## config.mk

```make
export PLATFORM = sky130hd
export DESIGN_NAME = fft_rad2_seq
export DESIGN_NICKNAME = d
export VERILOG_FILES = /design/src/rtl/fft_rad2_seq.sv
export SDC_FILE = /design/constraint.sdc
export NUM_CORES = 1
export LEC_CHECK = 0
export ABC_CLOCK_PERIOD_IN_PS = 7000
export CORE_MARGIN = 3
export CORE_UTILIZATION = 43
export DETAILED_ROUTE_END_ITERATION = 8
export SETUP_SLACK_MARGIN = 0.5
export SLEW_MARGIN = 10
export SYNTH_ARGS = -nofsm -noshare
export SYNTH_HDL_FRONTEND = slang
export SYNTH_SLANG_ARGS = --single-unit
```

## constraint.sdc

```tcl
create_clock -name clk -period 7 [get_ports clk]
set_input_delay 1.75 -clock clk [delete_from_list [all_inputs] [get_ports clk]]
set_output_delay 1.75 -clock clk [all_outputs]
set_load 0.02 [all_outputs]
```

## src/rtl/fft_rad2_seq.sv

```systemverilog
// In-place radix-2 DIT FFT address sequencer with write-back delay line.
// Optional per-stage cut table: define FFT_SEQ_CUT_TABLE_EN.
module fft_rad2_seq #(
    parameter int         LOG2N       = 10,
    parameter int         MEM_LAT     = 1,
    parameter int         BF_LAT      = 2,
    parameter logic [3:0] CUT_DEFAULT = 4'd1
) (
    input  logic               clk,
    input  logic               rst,
    input  logic               start,
    input  logic               abort,
`ifdef FFT_SEQ_CUT_TABLE_EN
    input  logic [4*LOG2N-1:0] cut_table,
`endif
    output logic               busy,
    output logic               done,
    output logic               rd_en,
    output logic [LOG2N-1:0]   rd_addr_a,
    output logic [LOG2N-1:0]   rd_addr_b,
    output logic [LOG2N-2:0]   tw_addr,
    output logic               wr_en,
    output logic [LOG2N-1:0]   wr_addr_a,
    output logic [LOG2N-1:0]   wr_addr_b,
    output logic [3:0]         stage,
    output logic [3:0]         cut
);

    localparam int W = LOG2N;
    localparam int D = MEM_LAT + BF_LAT;

    localparam logic [W-2:0] K_LAST = '1;
    localparam logic [W-2:0] K_ONE  = (W-1)'(1);
    localparam logic [3:0]   S_LAST = 4'(LOG2N - 1);
    localparam logic [7:0]   D_LAST = 8'(D - 1);

    typedef enum logic [1:0] {
        IDLE,
        RUN,
        DRAIN,
        FIN
    } state_t;

    state_t       state_q, state_d;
    logic [W-2:0] k_q, k_d;
    logic [3:0]   s_q, s_d;
    logic [7:0]   dc_q, dc_d;
    logic         flush;

    always_ff @(posedge clk or posedge rst) begin
        if (rst) begin
            state_q <= IDLE;
            k_q     <= '0;
            s_q     <= '0;
            dc_q    <= '0;
        end else begin
            state_q <= state_d;
            k_q     <= k_d;
            s_q     <= s_d;
            dc_q    <= dc_d;
        end
    end

    assign flush = abort && (state_q != IDLE);

    always_comb begin
        state_d = state_q;
        k_d     = k_q;
        s_d     = s_q;
        dc_d    = dc_q;
        if (flush) begin
            state_d = IDLE;
            k_d     = '0;
            s_d     = '0;
            dc_d    = '0;
        end else begin
            unique case (state_q)
                IDLE: begin
                    if (start && !abort) begin
                        state_d = RUN;
                    end
                end
                RUN: begin
                    k_d = k_q + K_ONE;
                    if (k_q == K_LAST) begin
                        k_d     = '0;
                        dc_d    = '0;
                        state_d = DRAIN;
                    end
                end
                DRAIN: begin
                    dc_d = dc_q + 8'd1;
                    if (dc_q == D_LAST) begin
                        dc_d = '0;
                        if (s_q == S_LAST) begin
                            state_d = FIN;
                        end else begin
                            s_d     = s_q + 4'd1;
                            state_d = RUN;
                        end
                    end
                end
                FIN: begin
                    s_d     = '0;
                    state_d = IDLE;
                end
                default: state_d = IDLE;
            endcase
        end
    end

    // Butterfly pair and twiddle index from (stage, k)
    logic [W-1:0] span, grp, addr_a, addr_b;
    logic [W-2:0] mask, pos, tw;
    logic [3:0]   tsh;

    always_comb begin
        span   = W'(1) << s_q;
        mask   = (W-1)'(span - W'(1));
        pos    = k_q & mask;
        grp    = W'(k_q) >> s_q;
        addr_a = (grp << (s_q + 4'd1)) | W'(pos);
        addr_b = addr_a + span;
        tsh    = S_LAST - s_q;
        tw     = pos << tsh;
    end

    assign rd_en     = (state_q == RUN);
    assign rd_addr_a = rd_en ? addr_a : '0;
    assign rd_addr_b = rd_en ? addr_b : '0;
    assign tw_addr   = rd_en ? tw : '0;
    assign busy      = (state_q == RUN) || (state_q == DRAIN);
    assign done      = (state_q == FIN);

    logic [D-1:0] wen_q;
    logic [W-1:0] wa_q [D];
    logic [W-1:0] wb_q [D];

    always_ff @(posedge clk or posedge rst) begin
        if (rst) begin
            wen_q <= '0;
            for (int i = 0; i < D; i++) begin
                wa_q[i] <= '0;
                wb_q[i] <= '0;
            end
        end else if (flush) begin
            wen_q <= '0;
            for (int i = 0; i < D; i++) begin
                wa_q[i] <= '0;
                wb_q[i] <= '0;
            end
        end else begin
            wen_q[0] <= rd_en;
            wa_q[0]  <= rd_addr_a;
            wb_q[0]  <= rd_addr_b;
            for (int i = 1; i < D; i++) begin
                wen_q[i] <= wen_q[i-1];
                wa_q[i]  <= wa_q[i-1];
                wb_q[i]  <= wb_q[i-1];
            end
        end
    end

    assign wr_en     = wen_q[D-1];
    assign wr_addr_a = wa_q[D-1];
    assign wr_addr_b = wb_q[D-1];

    logic [3:0] cut_src;
`ifdef FFT_SEQ_CUT_TABLE_EN
    assign cut_src = cut_table[4*s_q +: 4];
`else
    assign cut_src = CUT_DEFAULT;
`endif

    // Stage/cut travel with the RAM/ROM read latency
    logic [3:0] st_q [MEM_LAT];
    logic [3:0] ct_q [MEM_LAT];

    always_ff @(posedge clk or posedge rst) begin
        if (rst) begin
            for (int i = 0; i < MEM_LAT; i++) begin
                st_q[i] <= '0;
                ct_q[i] <= '0;
            end
        end else begin
            st_q[0] <= s_q;
            ct_q[0] <= cut_src;
            for (int i = 1; i < MEM_LAT; i++) begin
                st_q[i] <= st_q[i-1];
                ct_q[i] <= ct_q[i-1];
            end
        end
    end

    assign stage = st_q[MEM_LAT-1];
    assign cut   = ct_q[MEM_LAT-1];

endmodule

```

==> Word-level counts from Yosys, hierarchy flattened <==
Cells that the tools add are included.
{ "word_totals": {"regBits": 91, "latch_bits": 0, "ram_bits": 0, "rom_bits": 0, "output_inout_bits": 61, "wordCells": 70, "n_memories": 0} }
{ "op_classes": {"n_addsub": 6, "n_mul": 0, "div_mod_pow": 0, "order_cmp": 0, "eq_ne": 10, "n_shift": 4, "n_mux": 23, "bitwise_logic": 2, "reduce_logical": 12} }
{ "ops": {"columns": ["cell", "n"], "rows": [
  ["two-way mux 30 bit", 2],
  ["two-way mux 9 bit", 4],
  ["two-way mux 8 bit", 3],
  ["two-way mux 10 bit", 2],
  ["one-hot mux 8 bit (2 select lines)", 1],
  ["two-way mux 4 bit", 3],
  ["adder 10 bit", 1],
  ["two-way mux 2 bit", 5],
  ["bitwise OR 10 x 9 -> 10 bit", 1],
  ["<< shifter 1 x 4 -> 10 bit (first input constant)", 1],
  ["<< shifter 10 x 4 -> 10 bit", 1],
  ["right shift 9 x 4 -> 10 bit", 1],
  ["adder 9 x 1 -> 9 bit (second input constant)", 1],
  ["AND 9 bit", 1],
  ["equality test 9 bit (second input constant)", 1],
  ["inequality test 3 bit (second input constant)", 3],
  ["<< shifter 9 x 4 -> 9 bit", 1],
  ["subtractor 9 x 1 -> 9 bit (second input constant)", 1],
  ["adder 8 x 1 -> 8 bit (second input constant)", 1],
  ["equality test 8 x 2 -> 1 bit (second input constant)", 1],
  ["one-hot mux 2 bit (4 select lines)", 1],
  ["one-hot mux 4 bit (2 select lines)", 1],
  ["AND reduction 3 bit", 2],
  ["nonzero test 3 bit", 2],
  ["other kinds (13)", 16]
]} }

==> Logic depth before layout (Yosys ltp) <==
Gate-level depths: netlist (run 1).
{ "depth": {"ltp_word": 7, "mapped_depth": 20, "ltp_nobuf": 15} }

==> Worst setup path after synthesis (run 1) <==
Ideal clock, no wire load.
{ "synth_timing": {"kind": "flip-flop to output port", "startpoint": "register s_q[1]", "endpoint": "output rd_addr_b[9]", "t_arrival_ps": 4508, "t_required_ps": 5250, "setup_slack_ps": 742, "stages_incl_launch_ff": 21, "n_path_buf": 5, "cell_sequence": "dfrtp_1 -> buf_2 -> buf_4 -> clkbuf_1 -> inv_1 -> ha_1 -> clkbuf_1 -> or3b_2 -> clkbuf_1 -> ha_1 -> xnor2_1 -> nand2b_1 -> o21a_1 -> inv_1 -> ha_1 -> nand3_1 -> o211ai_1 -> nor4_1 -> or3_1 -> xor3_1 -> nor2_1"} }
{ "synth_between": {"elab_chain_cells": 6} }
{ "synth_rtl": {"columns": ["element", "line_no", "text"], "rows": [
  ["start: declaration", "46", "logic [3:0] s_q, s_d;"],
  ["start signal: assignment", "54", "s_q <= '0;"],
  ["start signal: assignment", "59", "s_q <= s_d;"],
  ["<< shifter 1 x 4 -> 10 bit", "118", "span = W'(1) << s_q;"],
  ["subtractor 9 x 1 -> 9 bit", "119", "mask = (W-1)'(span - W'(1));"],
  ["AND 9 bit", "120", "pos = k_q & mask;"],
  ["bitwise OR 10 x 9 -> 10 bit", "122", "addr_a = (grp << (s_q + 4'd1)) | W'(pos);"],
  ["adder 10 bit (*)", "123", "addr_b = addr_a + span;"],
  ["two-way mux 10 bit (*)", "130", "assign rd_addr_b = rd_en ? addr_b : '0;"],
  ["end: declaration", "20", "output logic [LOG2N-1:0] rd_addr_b,"]
]} }
Mark *: on every way between the ends. The rest lies on a longest branch, timed or not.

==> Final worst setup path (run 1) <==
{ "layout_timing": {"startpoint": "register s_q[0]", "endpoint": "output rd_addr_b[9]"} }
Same word-level chain as after synthesis.

==> results of run 1 <==
-- layer usage --
metal | wire (um) | global-route usage [%]
met5 | 0 | 0
met4 | 540 | 9.74
met3 | 724 | 3.58
met2 | 6920 | 32.9
met1 | 6360 | 27.8
-- flip-flops by register name, indices dropped and copies added, names as in the netlist, 3 cells and up --
register   cells
dc_q           8
k_q            9
s_q            4
stage          4
wa_q          20
wb_q          20
wen_q          3
wr_addr_a     10
wr_addr_b     10
-- through the flow --
stage | utilization (%) | hold slack, ns | cells | worst slack [ns]
2_1_floorplan | - | 0.404 | 611 | 0.742
3_3_place_gp | 49.4 | 0.429 | 806 | 0.375
3_5_place_dp | 49.4 | 0.433 | 806 | 0.354
4_1_cts | 52.0 | 0.448 | 824 | 0.493
5_1_grt | 52.3 | 0.454 | 826 | 0.326
6_report | 52.3 | 0.444 | 826 | 0.633
-- timing repair --
| item | 4_1_cts | 5_1_grt |
|---|---|---|
| buffers inserted | 2 | 2 |
| pin swaps | 1 | 1 |
| endpoints found under the setup margin | 4 | 5 |
| hold buffers | 0 | 0 |
| gates resized for setup | 7 | 6 |
-- cells in the final DEF (no fill, tap or decap), drive strengths merged, types with 4 or more instances in the layout --
cell type | synthesis | routed
nand2 | 36 | 36
o2bb2ai | 4 | 4
a221oi | 4 | 4
mux2 | 12 | 12
nor4 | 4 | 4
nor3b | 9 | 9
conb | 2 | 4
xnor2 | 6 | 6
nor3 | 10 | 10
o21a | 4 | 4
clkinv | 0 | 4
nor2b | 14 | 14
buf | 36 | 24
and2 | 65 | 65
dfrtp | 91 | 91
a21oi | 15 | 15
clkbuf | 22 | 12
a31oi | 6 | 6
o21bai | 4 | 4
o211ai | 4 | 4
nand2b | 8 | 8
nor2 | 46 | 46
xor2 | 7 | 7
clkdlybuf4s50 | 0 | 57
o31ai | 6 | 6
and3 | 16 | 16
inv | 28 | 28
ha | 26 | 26
nand3 | 17 | 17
a22oi | 5 | 5
nand4 | 7 | 7
o21ai | 39 | 39
-- worst max-delay path, cell delays in order (launching register included) --
cell	delay (ns)
dfrtp_4	0.57
inv_1	0.11
ha_2	0.28
or3b_2	0.53
ha_1	0.26
xnor2_1	0.20
nand2b_1	0.17
o21a_1	0.21
inv_1	0.06
ha_1	0.36
nand3_1	0.10
o211ai_1	0.29
nor4_1	0.09
or3_1	0.40
xor3_1	0.38
nor2_1	0.09
clkbuf_2	0.18
-- power groups by stage --
stage | Sequential, mW | Clock [mW] | Combinational, mW
2_1_floorplan | 0.687 | 0 | 1.15
3_3_place_gp | 0.731 | 0 | 1.66
3_5_place_dp | 0.735 | 0 | 1.66
4_1_cts | 0.729 | 0.497 | 1.68
5_1_grt | 0.737 | 0.524 | 1.86
6_report | 0.722 | 0.483 | 1.70
-- final cells by class --
| cell class | count | area share (%) |
|---|---|---|
| Multi-Input combinational cell | 434 | 44.1 |
| Timing Repair Buffer | 85 | 12.0 |
| Clock inverter | 5 | 0.926 |
| Clock buffer | 11 | 3.67 |
| Sequential cell | 91 | 34.5 |
| Inverter | 28 | 1.61 |
| Tap cell | 172 | 3.25 |
-- logic make-up after synthesis --
group	after synthesis	share of synthesized area (%)
buffers and inverters	86	7.80
other	2	0.134
adders and majority gates	27	6.17
and+or+nand+nor	246	23.9
AOI/OAI and AO/OA	127	15.5
xor gates and xnor gates	14	2.46
DFF	91	40.7
muxes	16	3.42
-- worst max path at each step --
stage                    to   start  slack [ns]
2_1_floorplan  rd_addr_b[9]  s_q[1]        0.74
3_3_place_gp   rd_addr_b[9]  s_q[0]        0.38
3_5_place_dp   rd_addr_b[9]  s_q[0]        0.35
4_1_cts        rd_addr_b[9]  s_q[0]        0.49
5_1_grt        rd_addr_b[9]  s_q[0]        0.33
6_report       rd_addr_b[9]  s_q[0]        0.63
==> key figures, run 1 <==
Pwr
  • Peak VDD IR: between 0.2 and 0.25 mV
  • Leak: ~3.1 nW
  • Sw Pwr: between 1 and 1.5 mW
  • Power share of the combinational group: 58.6%
  • Final Power: between 2 and 3 mW
  • Power share of the sequential group: between 20% and 30%
  • Clock power share: between 10% and 20%
  • PwrDens: between 400 and 500 nW/um2
  • Switch share: 45.2%
  • Internal: between 1.5 and 2 mW

Die
  • Core footprint: 12700 um2
  • Chip width: approximately 120 um
  • Die ar.: approximately 14000 um2
  • Die height: about 120 um
  • IO Pins: between 60 and 70
  • Initial Utilization: 44.2%
  • Rows: 41

Timing
  • FMAX: 157 MHz
  • Crit share post-route: approximately nine tenths
  • Unrepaired setup endpoints after global routing: true
  • Final min period: approximately 6.4 ns
  • Slew margin rel.: just over 50%
  • Max-slew violations: 0
  • Setup TNS: 0 ns
  • Endpoints failing hold: 0
  • Slew @ Worst Pin: between 0.7 and 0.8 ns
  • Final setup violation count: 0
  • Skew final: approximately 0.010 ns

Global route
  • Total GRT Usage: 20.8%
  • First-pass GRT wire length: 23400 um
  • Initial antenna violation count: 0
  • Vias in the first global route: between 4000 and 5000
  • Largest net degree at the start of global routing: 62
  • Grt total ovfl: 0

Critical path
  • Flop2flop setup slack: roughly 2.8 ns
  • Reg2reg start: s_q[0]
  • Startpoint class of the critical path: register
  • Crit path DAT: about 4.6 ns
  • CP Max Fanout: 14
  • Crit Path Category: reg2out
  • R2r worst-path depth: 15
  • Crit end category: output pin
  • R2r endpoint: wb_q[29]
  • Req. time, crit path: roughly 5.3 ns

Final layout
  • Number of diodes: 0
  • Nets: between 600 and 700
  • P&R area growth vs syn: 18.2%
  • Register area: approximately 2300 um2
  • Final instance area: about 6600 um2
  • Area taken by multi-input logic gates: about 2900 um2
  • Share of post-route cells with drive strength above 1: around a tenth
  • Fill cells: 1194

Place
  • I/O Buffers: a little over 60
  • Placement Cell Area: 6250 um2
  • Post-DP HPWL: 10800 um
  • Final GP Congestion: 0.901

Yosys
  • Yosys top cell area share: between 40% and 50%
  • Mapped Avg Cell Area: 9.20 um2
  • Synthesis Warnings: 0
  • Yosys top cell by area: dfrtp_1
  • Async set-reset flop share out of synthesis: 100%
  • Syn Inst Count: between 600 and 700
  • Synthesized area: around 5600 um2
  • Most frequent cells after synthesis: dfrtp_1 (91), and2_1 (65), nor2_1 (46), o21ai_0 (38), nand2_1 (36)
  • Ys flop type: dfrtp_1
  • Register area share after synthesis: between 40% and 50%
  • Unique cell type count in the Yosys netlist: 70
  • Top post-synthesis cells by area: dfrtp_1 (41%), and2_1 (7.3%), ha_1 (5.8%)
  • Top-count cell post-synth: dfrtp_1
  • Number of synthesized flops with an enable pin: 0
  • Synthesis-stage register bit count: between 90 and 100

Route
  • WL per Instance: about 18 um
  • Vias: ~4600
  • Antenna Nets Post-Route: 0
  • Drt initial violations: approximately 450
  • First-pass DRT Iterations: 5
  • Via density: 5.62
  • Final wirelength: between 10000 and 15000 um
  • Residual DRC: 0

Clock network
  • Clk buf depth: 2
  • Worst-path clk slew: 0.06 ns
  • TritonCTS clock tree: yes
  • CTS Buf Count: 9
  • Clock Latency Late Sink: ~0.34 ns
  • CTS sink count: slightly above 90
  • Clk root buf: clkbuf_16
  • CTS H-tree lvls: 3

Hold path
  • Worst hold path depth: 1
  • Min-Delay Path Class: reg2reg
  • Hold path start: wa_q[15]
  • Worst Hold Path EP: wr_addr_a[5]

Flow run
  • MaxCap Viol Count: 0

Run status
  • Status: finished, final reports clean
(Power assumes the default switching activity.)
==> run 2: changes to the inputs <==
--- a/config.mk
+++ b/config.mk
@@ -8,6 +8,7 @@
 export ABC_CLOCK_PERIOD_IN_PS = 7000
 export CORE_MARGIN = 3
 export CORE_UTILIZATION = 43
+export CTS_CLUSTER_DIAMETER = 200
 export DETAILED_ROUTE_END_ITERATION = 8
 export SETUP_SLACK_MARGIN = 0.5
 export SLEW_MARGIN = 10
==> results of run 2 <==
The final DEF is identical to that of run 1; final timing and power are the same.
